**src/rtl/morra_driver.sv**
```systemverilog
`default_nettype none
// morra_driver: runs one morra match against an external referee.
// It forwards move pairs, samples the referee's results and keeps saturating round tallies.
module morra_driver (
  input  logic       clk,
  input  logic       rst_n,
  input  logic       start,
  input  logic [3:0] n_extra,
  input  logic       move_valid,
  input  logic [1:0] move_p1,
  input  logic [1:0] move_p2,
  output logic       move_ready,
  output logic [1:0] PRIMO,
  output logic [1:0] SECONDO,
  output logic       INIZIA,
  input  logic [1:0] MANCHE,
  input  logic [1:0] PARTITA,
  output logic       busy,
  output logic       done,
  output logic [1:0] result,
  output logic [4:0] wins_p1,
  output logic [4:0] wins_p2,
  output logic [4:0] rejected
);

  typedef enum logic [2:0] {
    S_IDLE    = 3'd0,
    S_INIT    = 3'd1,
    S_WAIT    = 3'd2,
    S_ISSUE   = 3'd3,
    S_COLLECT = 3'd4,
    S_FINISH  = 3'd5
  } state_t;

  state_t     state_q;
  logic [1:0] primo_q, secondo_q, result_q, mv1_q, mv2_q;
  logic       inizia_q, ready_q, busy_q, done_q;
  logic [4:0] w1_q, w2_q, rej_q;
  logic [4:0] w1_d, w2_d, rej_d;
  logic [6:0] total_d;

  // Tallies as they would stand after the round being collected; each one stops at 31.
  always_comb begin
    w1_d  = w1_q;
    w2_d  = w2_q;
    rej_d = rej_q;
    if (MANCHE == 2'b01) begin
      if (w1_q != 5'd31) w1_d = w1_q + 5'd1;
    end else if (MANCHE == 2'b10) begin
      if (w2_q != 5'd31) w2_d = w2_q + 5'd1;
    end else if (MANCHE == 2'b00) begin
      if (((mv1_q | mv2_q) != 2'b00) && (rej_q != 5'd31)) rej_d = rej_q + 5'd1;
    end
    total_d = {2'b00, w1_d} + {2'b00, w2_d} + {2'b00, rej_d};
  end

  always_ff @(posedge clk or negedge rst_n) begin
    if (!rst_n) begin
      state_q   <= S_IDLE;
      primo_q   <= 2'b00;
      secondo_q <= 2'b00;
      inizia_q  <= 1'b0;
      ready_q   <= 1'b0;
      busy_q    <= 1'b0;
      done_q    <= 1'b0;
      result_q  <= 2'b00;
      mv1_q     <= 2'b00;
      mv2_q     <= 2'b00;
      w1_q      <= 5'd0;
      w2_q      <= 5'd0;
      rej_q     <= 5'd0;
    end else begin
      case (state_q)
        S_IDLE: begin
          if (start) begin
            state_q   <= S_INIT;
            inizia_q  <= 1'b1;
            primo_q   <= n_extra[3:2];
            secondo_q <= n_extra[1:0];
            busy_q    <= 1'b1;
            result_q  <= 2'b00;
            w1_q      <= 5'd0;
            w2_q      <= 5'd0;
            rej_q     <= 5'd0;
          end
        end
        S_INIT: begin
          state_q   <= S_WAIT;
          inizia_q  <= 1'b0;
          primo_q   <= 2'b00;
          secondo_q <= 2'b00;
          ready_q   <= 1'b1;
        end
        S_WAIT: begin
          if (move_valid && ready_q) begin
            state_q   <= S_ISSUE;
            mv1_q     <= move_p1;
            mv2_q     <= move_p2;
            primo_q   <= move_p1;
            secondo_q <= move_p2;
            ready_q   <= 1'b0;
          end
        end
        S_ISSUE: begin
          state_q   <= S_COLLECT;
          primo_q   <= 2'b00;
          secondo_q <= 2'b00;
        end
        S_COLLECT: begin
          w1_q  <= w1_d;
          w2_q  <= w2_d;
          rej_q <= rej_d;
          if (PARTITA != 2'b00) begin
            result_q <= PARTITA;
            done_q   <= 1'b1;
            state_q  <= S_FINISH;
          end else if (total_d >= 7'd31) begin
            // Referee never decided: give up with the aborted code.
            result_q <= 2'b00;
            done_q   <= 1'b1;
            state_q  <= S_FINISH;
          end else begin
            ready_q <= 1'b1;
            state_q <= S_WAIT;
          end
        end
        S_FINISH: begin
          done_q  <= 1'b0;
          busy_q  <= 1'b0;
          state_q <= S_IDLE;
        end
        default: state_q <= S_IDLE;
      endcase
    end
  end

  assign move_ready = ready_q;
  assign PRIMO      = primo_q;
  assign SECONDO    = secondo_q;
  assign INIZIA     = inizia_q;
  assign busy       = busy_q;
  assign done       = done_q;
  assign result     = result_q;
  assign wins_p1    = w1_q;
  assign wins_p2    = w2_q;
  assign rejected   = rej_q;

endmodule
`default_nettype wire

```
**config.mk**
```make
export PLATFORM = sky130hd
export DESIGN_NAME = morra_driver
export DESIGN_NICKNAME = d
export VERILOG_FILES = /design/src/rtl/morra_driver.sv
export SDC_FILE = /design/constraint.sdc
export NUM_CORES = 1
export LEC_CHECK = 0
export CORE_MARGIN = 3
export CORE_UTILIZATION = 50
export CTS_BUF_LIST = sky130_fd_sc_hd__clkbuf_16
export CTS_CLUSTER_SIZE = 28
export DETAILED_ROUTE_END_ITERATION = 10
export DONT_BUFFER_PORTS = 1
export PLACE_DENSITY = 0.65
export SLEW_MARGIN = 30
export SYNTH_ARGS = -nofsm -noshare
export SYNTH_HDL_FRONTEND = slang
export SYNTH_SLANG_ARGS = --single-unit
```
**constraint.sdc**
```tcl
create_clock -name clk -period 5 [get_ports clk]
set_input_delay 0.5 -clock clk [delete_from_list [all_inputs] [get_ports clk]]
set_output_delay 0.5 -clock clk [all_outputs]
set_load 0.05 [all_outputs]
```
==> results.sh <==
export IMPL_place_hpwl_microns=3290
export IMPL_hold_viol=0
export IMPL_holdCritPathClass="in -> async"
export IMPL_drv_slew=0
export IMPL_syn_nets=234
export IMPL_grt_pass1_vias=1577
export IMPL_via_per_inst=5.91
export IMPL_power_density_nw_per_um2=542
export IMPL_cp_arrival_ns=4.51
export IMPL_route_detailed_drc=0
export IMPL_antenna_found_initial=0
export IMPL_drive_gt1_share_pct=8.13
export IMPL_grtUsageTotal_pct=19.7
export IMPL_start_kind="flop"
export IMPL_cts_tree="built"
export IMPL_yosys_warnings=0
export IMPL_yosysSeqAreaShare_pct=40.3
export IMPL_routedWlPerCell_microns=16.9
export IMPL_setup_violations=0
export IMPL_fin_crit_sh_pct=87.0
export IMPL_ys_flop_type="dfrtp_1"
export IMPL_cts_sinks=32
export IMPL_syn_to_final_growth_pct=10.6
export IMPL_swShare_pct=45.4
export IMPL_slew_headroom_pct=53.2
export IMPL_internal_power_mw=0.651
export IMPL_layout_nets=238
export IMPL_path_clk_slew_ns=0.05
export IMPL_cpLargestDelayFamily="adder cells"
export IMPL_worst_slew_pin_slew_ns=0.701
export IMPL_synth_area_per_cell_sq_um=9.74
export IMPL_vias=1518
export IMPL_antenna_cells=0
export IMPL_finalSetupTns_ns=0
export IMPL_ant_nets=0
export IMPL_synth_cells=204
export IMPL_clock_latency_ns=0.28
export IMPL_timing_rr_start="rejected[3]"
export IMPL_postSynth_asyncResetShare_pct=100
export IMPL_initial_core_util_pct=53.1
export IMPL_crit_path_end_kind="flop"
export IMPL_rows=22
export IMPL_drt_first_iter_violations=82
export IMPL_critPathMaxFanout=10
export IMPL_clockBufferDepth=2
export IMPL_htreeDepth=2
export IMPL_status="finished, final reports clean"
export IMPL_numPortBuffers=0
export IMPL_maxCapViolations=0
export IMPL_rrSetupSlack_ns=0.65
export IMPL_syn_area_sq_um=1990
export IMPL_worstSetupPathType="reg -> reg"
export IMPL_comb_power_share_pct=27.7
export IMPL_p_sw_mw=0.541
export IMPL_pwr_share_seq_pct=48.6
export IMPL_synth_edf_count=0
export IMPL_cts_buffers=5
export IMPL_cpMaxStageDelayCell="dfrtp_1"
export IMPL_die_width_microns=69.0
export IMPL_worst_ep_required_time_ns=5.16
export IMPL_grt_pass1_wl_microns=7440
export IMPL_min_period_ns=4.35
export IMPL_final_util_pct=58.7
export IMPL_fillerInstances=316
export IMPL_multi_input_area_sq_um=1120
export IMPL_die_h_microns=69.0
export IMPL_path_cells="and3_1 -> ha_1 -> nor4_4 -> nand2_1 -> xnor2_1 -> fa_1 -> fa_1 -> and3_1 -> maj3_1 -> o22ai_1 -> a31oi_1 -> a211o_1"
export IMPL_p_leak_nw=1.04
export IMPL_critPathMaxStageDelay_ns=0.57
export IMPL_post_dp_cell_area_sq_um=2040
export IMPL_cp_startpoint="rejected[3]"
export IMPL_root_buffer="clkbuf_16"
export IMPL_io_pins=41
export IMPL_ys_ff_latch=32
export IMPL_routabilityCongestion=0.816
export IMPL_power_share_clock_pct=23.6
export IMPL_vdd_drop_max_mv=0.288
export IMPL_rsz0062_at_grt="false"
export IMPL_cts_setup_buffers=0
export IMPL_wl_microns=4360
export IMPL_grt_max_degree=33
export IMPL_fmax_mhz=230
export IMPL_drt_first_pass_iters=4
export IMPL_design_area_sq_um=2200
export IMPL_seq_area_sq_um=801
export IMPL_grt_overflow=0
export IMPL_worst_path_buf_inv=0
export IMPL_dieArea_sq_um=4770
export IMPL_fin_skew_ns=0.00328
export IMPL_synth_cell_types=43
export IMPL_coreArea_sq_um=3740
## metrics by stage
step | instances | setup slack, ns | total power, mW | hold WS [ns]
2_1_floorplan | 204 | 0.662 | 0.835 | 0.204
3_3_place_gp | 248 | 0.755 | 0.895 | 0.205
3_5_place_dp | 248 | 0.666 | 0.911 | 0.205
4_1_cts | 257 | 0.643 | 1.20 | 0.0489
5_1_grt | 257 | 0.461 | 1.28 | 0.0431
6_report | 257 | 0.649 | 1.19 | 0.0491
## what timing repair did
item,CTS,global route
hold endpoints to repair,32,0
gates resized for setup,0,0
endpoints found under the setup margin,0,0
hold buffers,1,0
## cell usage after synthesis, types with 2 or more instances
| library cell | count | share of area [%] |
|---|---|---|
| a32o_1 | 4 | 2.0 |
| a21o_1 | 2 | 0.76 |
| and2_1 | 4 | 1.3 |
| nor3_1 | 4 | 1.0 |
| clkbuf_1 | 3 | 0.57 |
| o21ai_0 | 12 | 3.0 |
| nand2b_1 | 2 | 0.63 |
| fa_1 | 6 | 6.0 |
| and3_1 | 4 | 1.3 |
| nand3b_1 | 3 | 1.1 |
| nand2_1 | 21 | 4.0 |
| a21oi_1 | 13 | 3.3 |
| a22o_1 | 4 | 1.8 |
| mux2i_1 | 6 | 3.0 |
| nor2b_1 | 7 | 2.2 |
| inv_1 | 10 | 1.9 |
| dfrtp_1 | 32 | 40 |
| xor2_1 | 2 | 0.88 |
| nand4_1 | 3 | 0.94 |
| a22oi_1 | 4 | 1.5 |
| nor2_1 | 14 | 2.6 |
| ha_1 | 8 | 5.0 |
| mux2_2 | 5 | 2.8 |
| buf_2 | 4 | 1.0 |
| o21a_1 | 2 | 0.76 |
| a31oi_1 | 5 | 1.6 |
| xnor2_1 | 4 | 1.8 |
## registers in the layout (all words and copies together) (netlist names)
register / count
INIZIA: 1
PRIMO: 2
SECONDO: 2
busy: 1
done: 1
move_ready: 1
mv1_q: 2
mv2_q: 2
rejected: 5
result: 2
state_q: 3
wins_p1: 5
wins_p2: 5
## path summary, 6_finish.rpt
| check | to | cells past startpoint |
|---|---|---|
| setup reg to reg | state_q[0] | 12 |
| max in group asynchronous | rejected[3] | 1 |
| hold / removal | wins_p1[3] | 1 |
| min in group clk | mv2_q[0] | 1 |
| setup / recovery | state_q[0] | 12 |
| hold reg to reg | mv2_q[0] | 1 |
## cell usage in the layout, fill, tap and decap left out, drive strengths merged, types with 3 or more instances in the layout
cell / n
nor3: 4
nand4: 4
clkbuf: 5
nor2: 14
and3: 4
and2: 4
mux2i: 6
a32o: 4
a22o: 4
nand2: 21
nor2b: 7
inv: 12
a31oi: 5
o21ai: 13
buf: 4
fa: 6
dfrtp: 32
mux2: 5
nand3b: 3
a21oi: 13
xnor2: 4
a22oi: 4
ha: 8
## power by group through the flow
| stage | clock network [mW] | logic (mW) | registers (mW) |
|---|---|---|---|
| 2_1_floorplan | 0 | 0.279 | 0.556 |
| 3_3_place_gp | 0 | 0.317 | 0.578 |
| 3_5_place_dp | 0 | 0.327 | 0.584 |
| 4_1_cts | 0.290 | 0.334 | 0.580 |
| 5_1_grt | 0.306 | 0.381 | 0.591 |
| 6_report | 0.282 | 0.330 | 0.580 |
## cells by family after synthesis
group / count (synthesis) / share of synthesized area (%)
AOI/OAI and AO/OA: 54 / 17.8
and+or+nand+nor: 69 / 18.4
buffers and inverters: 17 / 3.46
muxes: 11 / 5.86
adders and majority gates: 15 / 11.6
DFF: 32 / 40.3
xor gates and xnor gates: 6 / 2.64
## layer usage
metal / vias to the layer above / track usage [%] / share of wire (%)
met2: 38 / 31.7 / 49
met4: 0 / 9.54 / 2.9
li1: 748 / - / -
met1: 719 / 22.6 / 42
met5: - / 0 / 0
met3: 13 / 8.16 / 6.1
## layout make-up
| class | instances | share of cell area, % |
|---|---|---|
| Multi-Input combinational cell | 155 | 51.0 |
| Sequential cell | 32 | 36.4 |
| Clock buffer | 5 | 5.69 |
| Tap cell | 48 | 2.73 |
| Timing Repair Buffer | 4 | 1.94 |
| Inverter | 10 | 1.71 |
| Clock inverter | 3 | 0.513 |
Note: power is estimated with default switching activity, not from simulation.
==> edit, RTL diff (same flow settings) <==
Encoding of `state_t`: now Gray code (3 bits for 6 states).
--- a/src/rtl/morra_driver.sv
+++ b/src/rtl/morra_driver.sv
@@ -26,8 +26,8 @@
   typedef enum logic [2:0] {
-    S_IDLE    = 3'd0,
-    S_INIT    = 3'd1,
-    S_WAIT    = 3'd2,
-    S_ISSUE   = 3'd3,
-    S_COLLECT = 3'd4,
-    S_FINISH  = 3'd5
+    S_IDLE    = 3'b000,
+    S_INIT    = 3'b001,
+    S_WAIT    = 3'b011,
+    S_ISSUE   = 3'b010,
+    S_COLLECT = 3'b110,
+    S_FINISH  = 3'b111
   } state_t;
Behaviour: same outputs for any inputs over 10 cycles, from zero or initial values and one cycle with rst_n low; not proved beyond that.
==> edit against the original RTL <==
  * Worst setup slack better by 0.044 ns
  * Total power increased by 13%
  * Sequential cell count unchanged
  * Sequential power is 14% higher
  * Cell area fell by 0.74%
  * Routed wire length up 4.5%
  * Final cell count decreased by 1.6%
  * Synthesized area shrank 0.50%
  * Critical path type unchanged
==> edit: results (changes against the original RTL) <==
Avg Vias per Cell 6.170 (+4.5%); maximum clock rate 232.2 MHz (+1.0%); flip-flop and latch count 32 (unchanged); R2R Setup Slk 0.69 ns (+0.04 ns); NetSw 0.6577 mW (+22%); register area share after synthesis 40.51% (+0.20 points); WL met2 2151 µm (+0.99%); share of layout cells above drive strength 1 8.780% (+0.65 points); global-route wire length before repair 6962 µm (-6.4%); sequential share of cell area 36.72% (+0.27 points); Multi-input gate area 1122 µm² (+0.22%); Placed Instance Area 2028 µm² (-0.61%); adder-cell share of the synthesized area 11.14% (-0.45 points); Critical Path AT 4.44 ns (-0.07 ns); Peak VDD IR 0.0003267 V (+14%); count of unique library cells instantiated by Yosys 44 (+2.3%); Slew HR 38.15% (-15 points); Signal buffers 3 (-1); Post-Syn Area per Cell 9.884 µm² (+1.5%); Combinational Power Share 29.7% (+2.0 points); NonClk Buf Share 1.606% (-0.33 points); xor/xnor share of the synthesized area 2.658% (+0.013 points); DP Wirelength 3456 µm (+5.0%); Net Count, Synth 230 (-1.7%); count of non-CTS inverters in the layout 8 (-2); DRT Wirelength 4551 µm (+4.5%); M1 WL 2060 µm (+13%); worst slack at placement 0.6998 ns (+0.03345 ns); Synth Area in Compound Gates 18.80% (+1.0 points); hold_ws 0.04990 ns (+0.0007586 ns); M3 GR Usage 4.862% (-3.3 points); wire per inst 17.99 µm (+6.2%); fin nets 235 (-1.3%); FF-to-FF End result[1]$_DFFE_PN0P_; metal3 WL 255 µm (-4.5%); status finished, final reports clean; delay of the slowest cell on the worst path 0.63 ns (+0.06 ns); Core Util, Final 58.26% (-0.43 points); vias in the first global route 1416 (-10%); DRT iter0 DRCs 80 (-2.4%); mux cell area share after synthesis 5.886% (+0.030 points); Final clock-cell share 6.081% (-0.13 points); Global Route met1 Usage 26.54% (+4.0 points); placed insts 245 (-1.2%)
==> edit: how the worst max path moves through the flow <==
stage                     depth (start not counted)               startpoint                     to
after floorplan                                  14  rejected[0]$_DFFE_PN0P_       done$_DFFE_PN0P_
after global placement                           12  rejected[2]$_DFFE_PN0P_  result[0]$_DFFE_PN0P_
after detailed placement                         13  rejected[2]$_DFFE_PN0P_  result[1]$_DFFE_PN0P_
after CTS                                        13  rejected[2]$_DFFE_PN0P_  result[1]$_DFFE_PN0P_
after global routing                             12  rejected[2]$_DFFE_PN0P_  result[1]$_DFFE_PN0P_
final                                            13  rejected[2]$_DFFE_PN0P_  result[1]$_DFFE_PN0P_
==> edit: cell families (layout without fill, tap and decap cells) <==
| logic type | count (synthesis) | in the layout |
|---|---|---|
| AND/OR/NAND/NOR | 67 | 67 |
| XOR/XNOR | 6 | 6 |
| buffers and inverters | 13 | 18 |
| adder cells (fa/ha/maj) | 14 | 14 |
| multiplexers | 11 | 11 |
| flip-flops | 32 | 32 |
| AO/OA/AOI/OAI | 57 | 57 |
